[src/rtl/regfile_write_ctrl.sv]
// Write-port controller for the register file: zero sweep after reset or clr_req, then round-robin
// arbitration of two requesters. Write lands on the port one cycle after the handshake; readies drop during the sweep.
module regfile_write_ctrl #(
  parameter int NUM_REGS = 32,
  parameter int ADDR_W   = 5,
  parameter int DATA_W   = 32
) (
  input  logic              clk,
  input  logic              reset,
  input  logic              clr_req,
  input  logic              req0_valid,
  input  logic [ADDR_W-1:0] req0_addr,
  input  logic [DATA_W-1:0] req0_data,
  output logic              req0_ready,
  input  logic              req1_valid,
  input  logic [ADDR_W-1:0] req1_addr,
  input  logic [DATA_W-1:0] req1_data,
  output logic              req1_ready,
  output logic              rf_regWrite,
  output logic [ADDR_W-1:0] rf_writeReg,
  output logic [DATA_W-1:0] rf_writeData,
  output logic              init_busy
);

  typedef enum logic {INIT, RUN} stateT;

  localparam logic [ADDR_W-1:0] LAST_ADDR = ADDR_W'(NUM_REGS - 1);

  stateT             state;
  logic [ADDR_W-1:0] cnt;
  logic              last;
  logic              grant0;
  logic              grant1;

  // The requester that did not win most recently gets priority under contention.
  always_comb begin
    grant0 = 1'b0;
    grant1 = 1'b0;
    if (state == RUN && !clr_req) begin
      grant0 = req0_valid && (!req1_valid || last);
      grant1 = req1_valid && (!req0_valid || !last);
    end
  end

  assign req0_ready = grant0;
  assign req1_ready = grant1;
  assign init_busy  = (state == INIT);

  always_ff @(posedge clk) begin
    if (!reset) begin
      state        <= INIT;
      cnt          <= '0;
      last         <= 1'b1;
      rf_regWrite  <= 1'b0;
      rf_writeReg  <= '0;
      rf_writeData <= '0;
    end else begin
      case (state)
        INIT: begin
          rf_regWrite  <= 1'b1;
          rf_writeReg  <= cnt;
          rf_writeData <= '0;
          if (cnt == LAST_ADDR) begin
            state <= RUN;
            cnt   <= '0;
          end else begin
            cnt <= cnt + ADDR_W'(1);
          end
        end
        RUN: begin
          if (clr_req) begin
            state       <= INIT;
            cnt         <= '0;
            rf_regWrite <= 1'b0;
          end else if (grant0) begin
            rf_regWrite  <= 1'b1;
            rf_writeReg  <= req0_addr;
            rf_writeData <= req0_data;
            last         <= 1'b0;
          end else if (grant1) begin
            rf_regWrite  <= 1'b1;
            rf_writeReg  <= req1_addr;
            rf_writeData <= req1_data;
            last         <= 1'b1;
          end else begin
            rf_regWrite <= 1'b0;
          end
        end
        default: begin
          state       <= INIT;
          cnt         <= '0;
          rf_regWrite <= 1'b0;
        end
      endcase
    end
  end

endmodule

[config.mk]
export PLATFORM = sky130hd
export DESIGN_NAME = regfile_write_ctrl
export DESIGN_NICKNAME = d
export VERILOG_FILES = /design/src/rtl/regfile_write_ctrl.sv
export SDC_FILE = /design/constraint.sdc
export NUM_CORES = 1
export LEC_CHECK = 0
export BUFFER_PORTS_ARGS = -buffer_cell sky130_fd_sc_hd__buf_2
export CAP_MARGIN = 40
export CORE_ASPECT_RATIO = 1.2
export CORE_MARGIN = 5
export CORE_UTILIZATION = 44
export CTS_CLUSTER_DIAMETER = 60
export DETAILED_ROUTE_END_ITERATION = 10
export GPL_TIMING_DRIVEN = 0
export PLACE_DENSITY = 0.81
export SLEW_MARGIN = 10
export SYNTH_ARGS = -nofsm -noshare
export SYNTH_HDL_FRONTEND = slang
export SYNTH_SLANG_ARGS = --single-unit
[constraint.sdc]
create_clock -name clk -period 2.4 [get_ports clk]
set_clock_uncertainty 0.1 [all_clocks]
set_input_delay 0.48 -clock clk [delete_from_list [all_inputs] [get_ports clk]]
set_output_delay 0.48 -clock clk [all_outputs]
set_load 0.005 [all_outputs]
==> results of run 1 <==
final timing paths:
check	startpoint	to	slack (ns)	cells past startpoint
worst max-delay path	last	req1_ready	0.34	4
worst min-delay path	rf_writeData[4]	rf_writeData[4]	0.34	2
worst max register to register	cnt[0]	cnt[2]	0.56	8
worst min register to register	rf_writeData[4]	rf_writeData[4]	0.34	2
power by group:
part / switching [mW] / internal (mW) / leakage (nW) / total (mW)
Sequential: 0.00697 / 0.754 / 0.364 / 0.760
Combinational: 0.0849 / 0.113 / 0.933 / 0.198
Clock: 0.233 / 0.339 / 0.0585 / 0.572
Total: 0.325 / 1.21 / 1.35 / 1.53
cells by family after synthesis:
| logic type | after synthesis | synth area share |
|---|---|---|
| compound gates | 87 | 0.3243 |
| simple gates | 61 | 0.1299 |
| fa+ha+maj | 2 | 0.01175 |
| buf+inv | 17 | 0.06639 |
| mux | 9 | 0.04465 |
| flops | 45 | 0.4230 |
metal layers:
metal	GRT usage	up-vias	share of wire
met3	0.04060	4	0.090
met4	0.03295	2	0.0041
met1	0.1934	902	0.40
li1	-	1045	-
met5	0	-	0.0037
met2	0.3137	75	0.50
through the flow:
stage	setup slack, ns	instance area (sq um)	std cells	utilization	total power [mW]
3_5_place_dp	0.3093	2798	398	0.6045	0.9789
4_1_cts	0.2976	2914	406	0.6296	1.550
3_3_place_gp	0.3224	2798	398	0.6045	0.9734
6_report	0.3381	2914	406	0.6296	1.531
2_1_floorplan	0.6827	2130	221	-	0.8838
5_1_grt	0.2098	2914	406	0.6296	1.605
worst max-delay path: cells and delay by family, from the launching register on:
family          cells  cell delay (ns)
compound gates      1             0.26
buf+inv             2             0.43
flops               1             0.33
simple gates        1             0.16
Yosys cell counts (all sizes together):
cell type,number
clkbuf,2
o21ai,40
o211a,1
a21boi,2
inv,1
a21oi,8
nand2,39
o211ai,1
nor2b,3
nor2,6
or2,1
nand2b,2
and2b,1
mux2i,5
dfxtp,45
and2,4
a22oi,32
buf,14
ha,2
o2bb2ai,2
nor3b,1
and3,3
nand4,1
a31oi,1
mux2,4
layout make-up:
cell class,instances,area share
Multi-Input combinational cell,159,0.3731
Sequential cell,45,0.3091
Timing Repair Buffer,119,0.2044
Buffer,16,0.04723
Clock buffer,7,0.02963
Tap cell,58,0.02490
Clock inverter,1,0.01030
Inverter,1,0.001288
sequential cells by signal, indices dropped and copies added, names as in the netlist:
| register | flops |
|---|---|
| cnt | 5 |
| last | 1 |
| rf_regWrite | 1 |
| rf_writeData | 32 |
| rf_writeReg | 5 |
| state | 1 |
layout by cell type, fill, tap and decap left out:
cell / count
buf_2: 129
dfxtp_1: 45
nand2_1: 39
o21ai_1: 34
a22oi_2: 30
a21oi_1: 8
o21ai_0: 6
clkbuf_8: 6
nor2_1: 5
mux2i_1: 5
buf_12: 4
mux2_1: 4
and3_1: 3
and2_1: 3
clkbuf_1: 3
nor2b_1: 3
nand2b_1: 2
o2bb2ai_1: 2
a22oi_1: 2
ha_1: 2
inv_2: 1
and2b_1: 1
a21boi_2: 1
and2_4: 1
nor2_2: 1
o211a_1: 1
or2_1: 1
o211ai_1: 1
nand4_1: 1
a31oi_1: 1
a21boi_1: 1
nor3b_1: 1
bufinv_16: 1
==> results.sh, run 1 <==
export IMPL_numCtsBuffers=5
export IMPL_vias_per_cell=4.995
export IMPL_fmax_ghz=0.4850
export IMPL_rsz0062_at_grt="false"
export IMPL_ctsResizeCount=0
export IMPL_area_growth_pct=36.84
export IMPL_endpoint_kind="primary output"
export IMPL_crit_arrival_ns=1.48
export IMPL_report_final_slew_viol_count=0
export IMPL_fin_hold_ws_ns=0.3439
export IMPL_core_sq_um=4628
export IMPL_crit_chain="a21boi_2, buf_2, and2_1, buf_2"
export IMPL_synth_top_cell_area_share=0.4230
export IMPL_max_slew_margin=0.7598
export IMPL_status="finished clean"
export IMPL_dr_total_vias=2028
export IMPL_final_nets=428
export IMPL_critPathMaxStageDelay_ns=0.33
export IMPL_grt_pass1_wl_microns=8735
export IMPL_grt_start_max_net_pins=14
export IMPL_setup_tns_ns=0
export IMPL_fp_dieH_microns=86.21
export IMPL_hold_path_class="reg -> reg"
export IMPL_finalWirelength_microns=5342
export IMPL_pin_count=120
export IMPL_max_cap_violations=0
export IMPL_drive_above_1_share=0.5000
export IMPL_drt_initial_drc_count=46
export IMPL_ctsRootBufferMaster="clkbuf_8"
export IMPL_place_gp_congestion=0.7810
export IMPL_syn_area_sq_um=2130
export IMPL_ys_seq_area_frac=0.4230
export IMPL_required_ns=1.82
export IMPL_worst_pin_slew_ns=0.3603
export IMPL_regArea_sq_um=900.9
export IMPL_grt_remaining_overflow=0
export IMPL_post_cts_setup_buffer_count=0
export IMPL_port_buffers=119
export IMPL_n_antenna_cell=0
export IMPL_clock_path_buffers=2
export IMPL_netlist_instances=221
export IMPL_crit_fanout=10
export IMPL_synth_nets=302
export IMPL_yosys_area_top_type="dfxtp_1"
export IMPL_timing_final_crit_period_ns=2.062
export IMPL_startpoint_type="flip-flop"
export IMPL_die_area_sq_um=6337
export IMPL_firstDrtPassIters=4
export IMPL_crit_slowest_cell="dfxtp_1"
export IMPL_final_setup_viol_count=0
export IMPL_cts_tree="yes"
export IMPL_drt_wirelength_per_cell_microns=13.16
export IMPL_post_dp_hpwl_microns=4340
export IMPL_p_per_area_nw_per_um2=525.3
export IMPL_period_share=0.8591
export IMPL_hold_violations=0
export IMPL_antenna_found_initial=1
export IMPL_cts_sinks=45
export IMPL_ant_nets=0
export IMPL_grt_pass1_vias=2044
export IMPL_n_fill_cell=434
export IMPL_power_leakage_nw=1.355
export IMPL_critPathKind="reg -> out"
export IMPL_clk_pin_slew_worst_paths_ns=0.08
export IMPL_yosysWarnings=0
export IMPL_rows=27
export IMPL_initial_core_util=0.4601
export IMPL_yosys_top_cells_area="dfxtp_1 (42%), a22oi_2 (18%), o21ai_1 (8.0%)"
export IMPL_die_w_microns=73.51
export IMPL_holdBufCountCts=0
export IMPL_drcViolationCount=0
export IMPL_synth_cell_types=31
export IMPL_grt_usage=0.1691
export IMPL_synth_area_per_cell_sq_um=9.636
export IMPL_clk_latency_ns=0.28
export IMPL_ir_drop_mv=0.3944
export IMPL_cpMostUsedCell="buf_2"
export IMPL_synth_seq_cells=45
export IMPL_cts_htree_levels=2
export IMPL_multi_input_area_sq_um=1087
(Power assumes the default switching activity.)
==> inputs of run 2 (changes only) <==
- ABC_AREA: default -> 1
- CORE_UTILIZATION: 44 -> 46
==> results.sh, run 2 <==
export IMPL_status="finished clean"
export IMPL_ctsResizeCount=0
export IMPL_holdBufCountCts=0
export IMPL_synth_area_mux_share=0
export IMPL_cp_top_family="buffers and inverters"
export IMPL_grt_pass1_wl_microns=11870
export IMPL_fp_dieH_microns=90.21
export IMPL_critPathKind="reg -> out"
export IMPL_synth_nets=466
export IMPL_cp_endpoint="req0_ready"
export IMPL_synth_area_per_cell_sq_um=6.405
export IMPL_critPathMaxStageDelay_ns=0.33
export IMPL_worstReg2RegEnd="rf_writeData[29]"
export IMPL_numCtsBuffers=5
export IMPL_yosys_area_top_type="dfxtp_1"
export IMPL_fmax_ghz=0.5031
export IMPL_regToRegSetupSlack_ns=0.84
export IMPL_crit_start="last"
export IMPL_synth_seq_cells=45
export IMPL_synth_cell_types=21
export IMPL_drt_wirelength_per_cell_microns=11.90
export IMPL_netlist_instances=385
export IMPL_largest_reg_flops=32
export IMPL_report_final_slew_viol_count=0
export IMPL_regArea_sq_um=900.9
export IMPL_place_gp_congestion=0.8232
export IMPL_period_share=0.8282
export IMPL_worst_pin_slew_ns=0.4894
export IMPL_required_ns=1.82
export IMPL_synth_edf_count=0
export IMPL_power_mw=1.504
export IMPL_p_per_area_nw_per_um2=462.8
export IMPL_port_buffers=118
export IMPL_cp_depth=6
export IMPL_multi_input_area_sq_um=1127
export IMPL_die_area_sq_um=6932
export IMPL_crit_chain="inv_1, nand2_2, nand3_1, buf_2, inv_1, buf_2"
export IMPL_worstReg2RegStart="state"
export IMPL_layout_commonest_cell="buf_2"
export IMPL_pin_count=120
export IMPL_synth_top_family_by_area="simple AND/OR/NAND/NOR gates"
export IMPL_dr_total_vias=2795
export IMPL_critPathBufInv=4
export IMPL_initial_core_util=0.4687
export IMPL_startpoint_type="flip-flop"
export IMPL_grt_pass1_vias=2724
export IMPL_cts_sinks=45
export IMPL_endpoint_kind="primary output"
export IMPL_cts_htree_levels=2
export IMPL_area_growth_pct=31.81
export IMPL_largest_register="rf_writeData"
export IMPL_firstDrtPassIters=4
export IMPL_synth_xor_area_share=0.003551
export IMPL_crit_arrival_ns=1.41
export IMPL_die_w_microns=76.84
export IMPL_vias_per_cell=4.878
export IMPL_clk_pin_slew_worst_paths_ns=0.08
export IMPL_final_nets=591
export IMPL_async_flop_share=0
export IMPL_synth_simple_area_share=0.3516
export IMPL_synthTopCellsByCount="nand2_1 (100), inv_1 (77), dfxtp_1 (45)"
export IMPL_synth_compound_area_frac=0.09183
export IMPL_max_cap_violations=0
export IMPL_grt_remaining_overflow=0
export IMPL_core_sq_um=5261
export IMPL_n_fill_cell=512
export IMPL_hold_path_class="in -> reg"
export IMPL_crit_fanout=10
export IMPL_largestRegisters="rf_writeData (32), cnt (5), rf_writeReg (5)"
export IMPL_worstRegToRegCells=7
export IMPL_n_antenna_cell=0
export IMPL_ys_flop_type="dfxtp_1"
export IMPL_syn_area_sq_um=2466
export IMPL_cts_tree="yes"
export IMPL_yosys_top_cells_area="dfxtp_1 (37%), nand2_1 (15%), inv_1 (12%)"
export IMPL_ctsRootBufferMaster="clkbuf_8"
export IMPL_ys_seq_area_frac=0.3653
export IMPL_post_cts_setup_buffer_count=0
export IMPL_timing_final_crit_period_ns=1.988
export IMPL_yosysWarnings=0
export IMPL_setup_tns_ns=0
export IMPL_rows=29
export IMPL_yosys_cell_count_top_type="nand2_1"
export IMPL_antenna_found_initial=0
export IMPL_hold_violations=0
export IMPL_rsz0062_at_grt="false"
export IMPL_ir_drop_mv=0.3152
export IMPL_clk_latency_ns=0.30
export IMPL_placed_cells=565
export IMPL_drive_above_1_share=0.2896
export IMPL_final_setup_viol_count=0
export IMPL_drt_initial_drc_count=169
export IMPL_finalWirelength_microns=6818
export IMPL_max_slew_margin=0.6737
export IMPL_grt_usage=0.1993
export IMPL_grt_start_max_net_pins=14
export IMPL_fin_cells=573
export IMPL_crit_slowest_cell="dfxtp_1"
export IMPL_synth_top_cell_area_share=0.3653
export IMPL_clock_path_buffers=2
export IMPL_power_leakage_nw=1.794
export IMPL_ant_nets=0
export IMPL_drcViolationCount=0
export IMPL_post_dp_hpwl_microns=5297
export IMPL_final_cell_mix="buf_2 (126), nand2_1 (100), inv_1 (77), dfxtp_1 (45), a21oi_1 (40)"
export IMPL_synthAdderAreaFrac=0.01015
[run 2: cell count changes after synthesis, moves of 5 or more]
cell / delta
inv_1: +77
mux2i_1: -5
a22oi_2: -30
clkbuf_1: +8
o21ai_1: -34
a21oi_1: +32
nand2_1: +61
nand3_1: +39
nand4_1: +33
[run 2: worst reg2reg max path, stage by stage (launching register included)]
cell     delay, ns
dfxtp_1       0.35
inv_2         0.08
nor2_4        0.13
buf_2         0.23
buf_2         0.26
nand4_1       0.11
nand3_1       0.11
a21oi_1       0.06
[run 2: logic make-up (layout without fill, tap and decap cells)]
kind of cell,count (synthesis),in the layout
xor gates and xnor gates,1,1
DFF,45,45
and+or+nand+nor,187,187
buffers and inverters,106,232
adders and majority gates,2,2
AOI/OAI and AO/OA,44,44
[run 2: cell type report]
class,count,share of cell area
repair buffers,118,0.1817
multi-input cells,234,0.3468
plain buffers,26,0.04234
inverters,80,0.09238
well taps,62,0.02386
clock buffers,7,0.02656
flip-flops and latches,45,0.2771
clock inverters,1,0.009238
[run 2: routing by layer]
metal	vias up	GRT usage	share of wire
met5	-	0	0
met4	0	0.06414	0.019
met3	8	0.04200	0.067
met2	89	0.3414	0.50
met1	1236	0.2457	0.42
li1	1462	-	-
[run 2: where the power goes]
part,switching [mW],internal (mW)
clock network,0.257,0.340
registers,0.00606,0.754
logic,0.0746,0.0728
[run 2: how the worst min path moves through the flow]
stage                     depth (start not counted)               end             start  slack, ns
final                                             2             state           clr_req       0.35
after global routing                              2             state           clr_req       0.36
after CTS                                         2             state           clr_req       0.34
after detailed placement                          2  rf_writeData[29]  rf_writeData[29]       0.35
after global placement                            2  rf_writeData[29]  rf_writeData[29]       0.35
after floorplan                                   2            cnt[3]            cnt[3]       0.34
[run 2: per-stage QoR]
step                      instance area (sq um)  worst slack [ns]  hold slack, ns    util
after floorplan                            2466            0.7998          0.3445       -
after global placement                     3134            0.5057          0.3502  0.5957
after detailed placement                   3134            0.4953          0.3533  0.5957
after CTS                                  3251            0.3877          0.3406  0.6178
after global routing                       3251            0.2883          0.3634  0.6178
final                                      3251            0.4124          0.3504  0.6178
